==> config.mk <==
export PLATFORM = sky130hd
export DESIGN_NAME = core_hazard_mc
export DESIGN_NICKNAME = d
export VERILOG_FILES = /design/src/rtl/core_hazard_mc.sv
export SDC_FILE = /design/constraint.sdc
export NUM_CORES = 1
export LEC_CHECK = 0
export CAP_MARGIN = 20
export CORE_ASPECT_RATIO = 1.4
export CORE_UTILIZATION = 19
export DETAILED_ROUTE_END_ITERATION = 8
export PLACE_DENSITY = 0.77
export SETUP_SLACK_MARGIN = 0.5
export SLEW_MARGIN = 20
export SYNTH_ARGS = -nofsm -noshare
export SYNTH_HDL_FRONTEND = slang
export SYNTH_SLANG_ARGS = --single-unit
==> constraint.sdc <==
create_clock -name clk -period 1.31 [get_ports clk]
set_input_delay 0.1965 -clock clk [delete_from_list [all_inputs] [get_ports clk]]
set_output_delay 0.1965 -clock clk [all_outputs]
set_load 0.05 [all_outputs]
==> src/rtl/core_hazard_mc.sv <==
// Hazard/stall unit: load-use detection plus N_CH address-decoded peripheral channels.
// Optional bus-error timeout enabled with `define CORE_HAZARD_TIMEOUT_EN.
module core_hazard_mc #(
  parameter int N_CH = 2,
  parameter logic [N_CH*64-1:0] PERIPH_BASE =
    {64'h2000_1000, 64'h2000_0000},
  parameter logic [N_CH*64-1:0] PERIPH_MASK =
    {64'hFFFF_FFFF_FFFF_F000, 64'hFFFF_FFFF_FFFF_F000},
  parameter int TIMEOUT_CYCLES = 256,
  localparam int SW = $clog2(N_CH) + 1
) (
  input  logic            clk,
  input  logic            reset,
  input  logic [4:0]      IF_rs,
  input  logic [4:0]      IF_rt,
  input  logic            IF_B_is_reg,
  input  logic [4:0]      ID_W_regnum,
  input  logic            ID_mem_read,
  input  logic [63:0]     addr,
  input  logic            EX_mem_read,
  input  logic            EX_mem_write,
  input  logic [N_CH-1:0] d_ready,
  output logic [N_CH-1:0] d_valid,
  output logic [SW-1:0]   d_sel,
  output logic            busy,
  output logic            bus_err,
  output logic            stall
);

  typedef enum logic [1:0] {
    S_IDLE,
    S_REQ,
    S_DONE
  } state_t;

  state_t state_q, state_d;

  logic [N_CH-1:0] d_valid_q, d_valid_d;
  logic [SW-1:0]   d_sel_q, d_sel_d;
  logic [N_CH-1:0] hit;
  logic [SW-1:0]   hit_idx;
  logic            any_hit;
  logic            ready_sel;
  logic            load_use;
  logic            tmo;

  assign load_use = ID_mem_read && (ID_W_regnum != 5'd0) &&
    ((IF_rs == ID_W_regnum) ||
     (IF_B_is_reg && (IF_rt == ID_W_regnum)));

  always_comb begin
    hit = '0;
    for (int i = 0; i < N_CH; i++) begin
      hit[i] = (EX_mem_read || EX_mem_write) &&
        ((addr & PERIPH_MASK[64*i +: 64]) == PERIPH_BASE[64*i +: 64]);
    end
  end

  // Scan downward so the lowest matching window wins.
  always_comb begin
    hit_idx = '0;
    for (int i = N_CH - 1; i >= 0; i--) begin
      if (hit[i]) hit_idx = SW'(i);
    end
  end

  assign any_hit = |hit;

  // d_valid is one-hot on d_sel while requesting, so this picks d_ready[d_sel].
  assign ready_sel = |(d_ready & d_valid_q);

`ifdef CORE_HAZARD_TIMEOUT_EN
  localparam int CW = $clog2(TIMEOUT_CYCLES) + 1;

  logic [CW-1:0] cnt_q, cnt_d;
  logic          bus_err_q;

  assign tmo = (state_q == S_REQ) && !ready_sel &&
    (cnt_q == CW'(TIMEOUT_CYCLES - 1));

  always_comb begin
    cnt_d = cnt_q;
    if (state_q == S_IDLE && any_hit) cnt_d = '0;
    else if (state_q == S_REQ) cnt_d = cnt_q + 1'b1;
  end

  always_ff @(posedge clk or posedge reset) begin
    if (reset) begin
      cnt_q     <= '0;
      bus_err_q <= 1'b0;
    end else begin
      cnt_q     <= cnt_d;
      bus_err_q <= tmo;
    end
  end

  assign bus_err = bus_err_q;
`else
  logic unused_tmo_cfg;
  assign unused_tmo_cfg = (TIMEOUT_CYCLES < 2);
  assign tmo     = 1'b0;
  assign bus_err = 1'b0;
`endif

  always_ff @(posedge clk or posedge reset) begin
    if (reset) begin
      state_q   <= S_IDLE;
      d_valid_q <= '0;
      d_sel_q   <= '0;
    end else begin
      state_q   <= state_d;
      d_valid_q <= d_valid_d;
      d_sel_q   <= d_sel_d;
    end
  end

  always_comb begin
    state_d = state_q;
    unique case (state_q)
      S_IDLE: if (any_hit) state_d = S_REQ;
      S_REQ:  if (ready_sel || tmo) state_d = S_DONE;
      S_DONE: state_d = S_IDLE;
      default: state_d = S_IDLE;
    endcase
  end

  always_comb begin
    d_valid_d = d_valid_q;
    d_sel_d   = d_sel_q;
    unique case (state_q)
      S_IDLE: begin
        if (any_hit) begin
          d_sel_d = hit_idx;
          for (int i = 0; i < N_CH; i++) begin
            d_valid_d[i] = (hit_idx == SW'(i));
          end
        end
      end
      S_REQ:  if (ready_sel || tmo) d_valid_d = '0;
      S_DONE: d_valid_d = '0;
      default: d_valid_d = '0;
    endcase
  end

  assign d_valid = d_valid_q;
  assign d_sel   = d_sel_q;
  assign busy    = (state_q != S_IDLE);
  assign stall   = load_use ||
    ((state_q == S_IDLE) && any_hit) ||
    (state_q == S_REQ);

endmodule
==> results.txt <==
----------------------------------------------------
[Outcome]
  Outcome ... finished, violations left
  Violated checks ... setup timing

[Global route]
  Largest net degree at the start of global routing ... 6
  Antenna violations before repair ... 0
  Via count of the first global-routing pass ... 984
  Total congestion overflow after global routing ... 0
  First-pass GRT wire length ... 4000 um
  GRT Total Usage ... 0.184

[Route]
  ANT nets after route ... 0
  Number of DRC violations after detailed-routing iteration 0 ... 13
  Number of detailed-routing iterations run before antenna repair ... 4
  Detailed-route wire length ... around 2800 um
  Via Count ... 944
  Final routed wire length divided by cell count ... 13.9 um
  Number of vias per cell after detailed routing ... around 4.7
  DRC violations left ... 0

[Floorplan]
  Die W ... about 47 um
  Floorplan die height ... ~65 um
  Number of placement rows ... 22
  Number of top-level design ports ... between 90 and 100
  Starting density of the core ... 0.202
  Floorplan die area ... 3070 um^2
  Core region area ... 2670 um^2

[CTS]
  CTS Root Cell ... clkbuf_4
  Total clock sinks ... 5
  Insertion delay of the later-clocked pin in the worst-skew pair ... about 0.25 ns
  Number of H-tree branching levels ... 1
  CTS clk-pin slew, worst paths ... around 0.050 ns
  Total CTS buffers ... 3
  Maximum clock insertion buffer count ... 2
  CTS tree ... done
  Count of hold-fix buffers inserted at cts ... 0

[Synthesis]
  Share of the synthesized area in the top cell type ... 0.231
  Count of distinct cell types in the synthesized netlist ... 28
  Leading post-synthesis cells by instance count ... 11 x nor4_1, 6 x xor2_1, 5 x dfrtp_1, 5 x nand2_1
  Portion of the post-synthesis area used by sequential elements ... 0.231
  Warning count from the yosys run ... 0
  Gate count of the mapped netlist ... 66
  Number of synthesized flops with an enable pin ... 0
  Dominant cells by area after synthesis ... dfrtp_1 23%, nor4_1 13%, xor2_1 9.7%, xnor2_1 6.5%, nand2_1 3.5%
  Most frequently used cell type in the post-synthesis netlist ... nor4_1
  Flip-flop and latch count after synthesis ... 5
  Dominant synthesized flop cell ... dfrtp_1
  Post-synthesis async set-or-reset flop share ... 1.00
  Post-synth top area cell ... dfrtp_1
  Post-synthesis instance area ... ~540 um^2
  Per-instance average area after synthesis ... 8.19 um^2

[Setup path]
  Worst-case register-to-register setup slack ... -0.02 ns
  Type of the setup path with the least slack ... input pin to output port
  Critical path buffers and inverters ... 2
  Endpoint kind of the worst setup timing path ... output port
  Worst path arrival time ... approximately 1.5 ns
  RR Endpoint ... d_sel[0]$_DFFE_PP0P_
  Worst path max stage delay ... between 0.3 and 0.4 ns
  Required time at the worst-slack endpoint ... roughly 1.1 ns
  Maximum fanout encountered on the critical timing path ... 2
  Crit-path cells ... clkdlybuf4s50_1 -> nor4_1 -> and4_1 -> nand3_1 -> o211ai_1 -> clkbuf_16
  Cell type of the slowest stage on the worst timing path ... clkdlybuf4s50_1
  R2R Path Start ... state_q[1]$_DFFE_PP0P_
  Number of cells on the worst reg-to-reg path ... 6
  Largest delay contributor family on the critical path ... buffers and inverters
  Kind of start point of the critical path ... input pin

[Timing]
  Setup repair after global routing missed its margin ... true
  Endpoints failing setup ... 4
  Worst Slack Setup Final ... -0.353 ns
  Final-layout worst hold slack ... about 0.15 ns
  Top achievable clock speed ... between 600 and 700 MHz
  Final critical path time including I/O delays and setup ... 1.66 ns
  Final TNS setup ... -0.613 ns
  Count of pins over their slew limit ... 0
  Layout Skew ... about 0.0011 ns
  Post-route clock period utilization ... 1.27
  Final Hold Vio Count ... 0

[Placed design]
  Detailed Place HPWL ... 2240 um
  Placed instance count ... around 190
  RD Place Congestion ... between 0.8 and 0.9
  Instance area after placement ... ~1600 um^2
  Port Buffers ... 79

[Cells and area]
  Share of cells above drive strength 1 ... 0.411
  Post-route cell area ... between 1500 and 2000 um^2
  Nets ... ~250
  Diodes inserted ... 0
  Layout overhead on the synthesized area ... 214%
  Non-filler instance count after layout ... ~200

[Power and ir drop]
  Clock share of power ... 0.231
  Relative contribution of sequential cells to total power ... 0.219
  Net switching power of the design ... around 280 uW
  Ratio of total power to cell area ... 493 nW/um^2
  Cell-internal power ... 553 uW
  Proportion of total power due to net switching ... 0.339
  Leakage component of the power ... 0.756 nW
  Maximum ir drop on the vdd rail ... ~0.44 mV
  Proportion of power drawn by combinational gates ... 0.550

[Run]
  Maxcap violations ... 0

[Worst hold path]
  Worst min-delay path category ... input pin to asynchronous set/reset pin

----------------------------------------------------
-- kinds of logic (layout without fill, tap and decap cells) --
group                     Yosys count  after routing  synth area share
AOI/OAI and AO/OA                  10             10             0.130
xor gates and xnor gates           10             10             0.162
buffers and inverters               5            101            0.0486
DFF                                 5              5             0.231
other                               1              2           0.00694
and+or+nand+nor                    35             35             0.421
-- sequential cells by signal, summed over array words and instances, names as in the netlist --
name and count:
d_valid 2, d_sel 1, state_q 2
-- power by group through the flow --
| stage | combinational [mW] | clock (mW) | sequential, mW |
|---|---|---|---|
| final | 0.460 | 0.193 | 0.183 |
| after detailed placement | 0.461 | 0 | 0.185 |
| after floorplan | 0.119 | 0 | 0.200 |
| after global placement | 0.453 | 0 | 0.184 |
| after global routing | 0.487 | 0.211 | 0.185 |
| after CTS | 0.447 | 0.193 | 0.183 |
-- worst reg2reg max path, cell delays in order (launching register included) --
cell and delay, ns:
dfrtp_1 0.40, buf_6 0.13, nor2_4 0.11, inv_4 0.05
nor2_2 0.17, nand4_1 0.18, a21bo_1 0.22
-- repair_timing --
action                                  4_1_cts  5_1_grt
resized for setup                           132       19
buffers inserted                              3        5
pin swaps                                    28       17
endpoints found under the setup margin       10       10
-- layer usage --
layer / share of wire / track usage
met2: 0.57 / 0.368
met3: 0.11 / 0.0522
met4: 0.021 / 0.0714
met5: 0 / 0
met1: 0.30 / 0.154
-- worst max path at each step --
stage	start	end	slack [ns]	cells after the start
6_report	addr[37]	stall	-0.35	6
5_1_grt	addr[19]	stall	-0.46	8
4_1_cts	addr[63]	stall	-0.40	7
3_5_place_dp	addr[17]	stall	-0.69	8
3_3_place_gp	addr[17]	stall	-0.69	8
2_1_floorplan	ID_W_regnum[0]	stall	-0.37	4
-- final cells by class --
type	count	area, um^2
flip-flops and latches	5	128
multi-input cells	57	574
well taps	36	45.0
inverters	3	13.8
repair buffers	94	912
fillers	210	971
clock buffers	4	26.3
-- cells in the final DEF, fill, tap and decap left out, types with 2 or more instances in the layout --
master	synthesis	routed
clkdlybuf4s15_2	0	2
nor4_4	0	5
buf_4	2	12
clkdlybuf4s15_1	0	14
nand3_1	3	2
buf_2	0	6
xnor2_1	4	4
dfrtp_1	5	3
nor4_1	11	2
xor2_1	6	6
nand2_1	5	4
nand4_1	2	2
buf_6	0	10
buf_12	0	4
dlygate4sd2_1	0	31
nor4_2	1	5
nor2_1	4	2
conb_1	1	2
dlymetal6s2s_1	0	2
clkbuf_4	0	3
clkdlybuf4s50_1	0	11
dfrtp_2	0	2
-- through the flow --
step / worst slack [ns] / util / total power [mW]
detailed placement: -0.690 / 0.583 / 0.645
CTS: -0.401 / 0.604 / 0.823
floorplan: -0.375 / - / 0.319
finish: -0.353 / 0.636 / 0.837
global placement: -0.686 / 0.583 / 0.637
global route: -0.458 / 0.636 / 0.882
(Power assumes the default switching activity.)
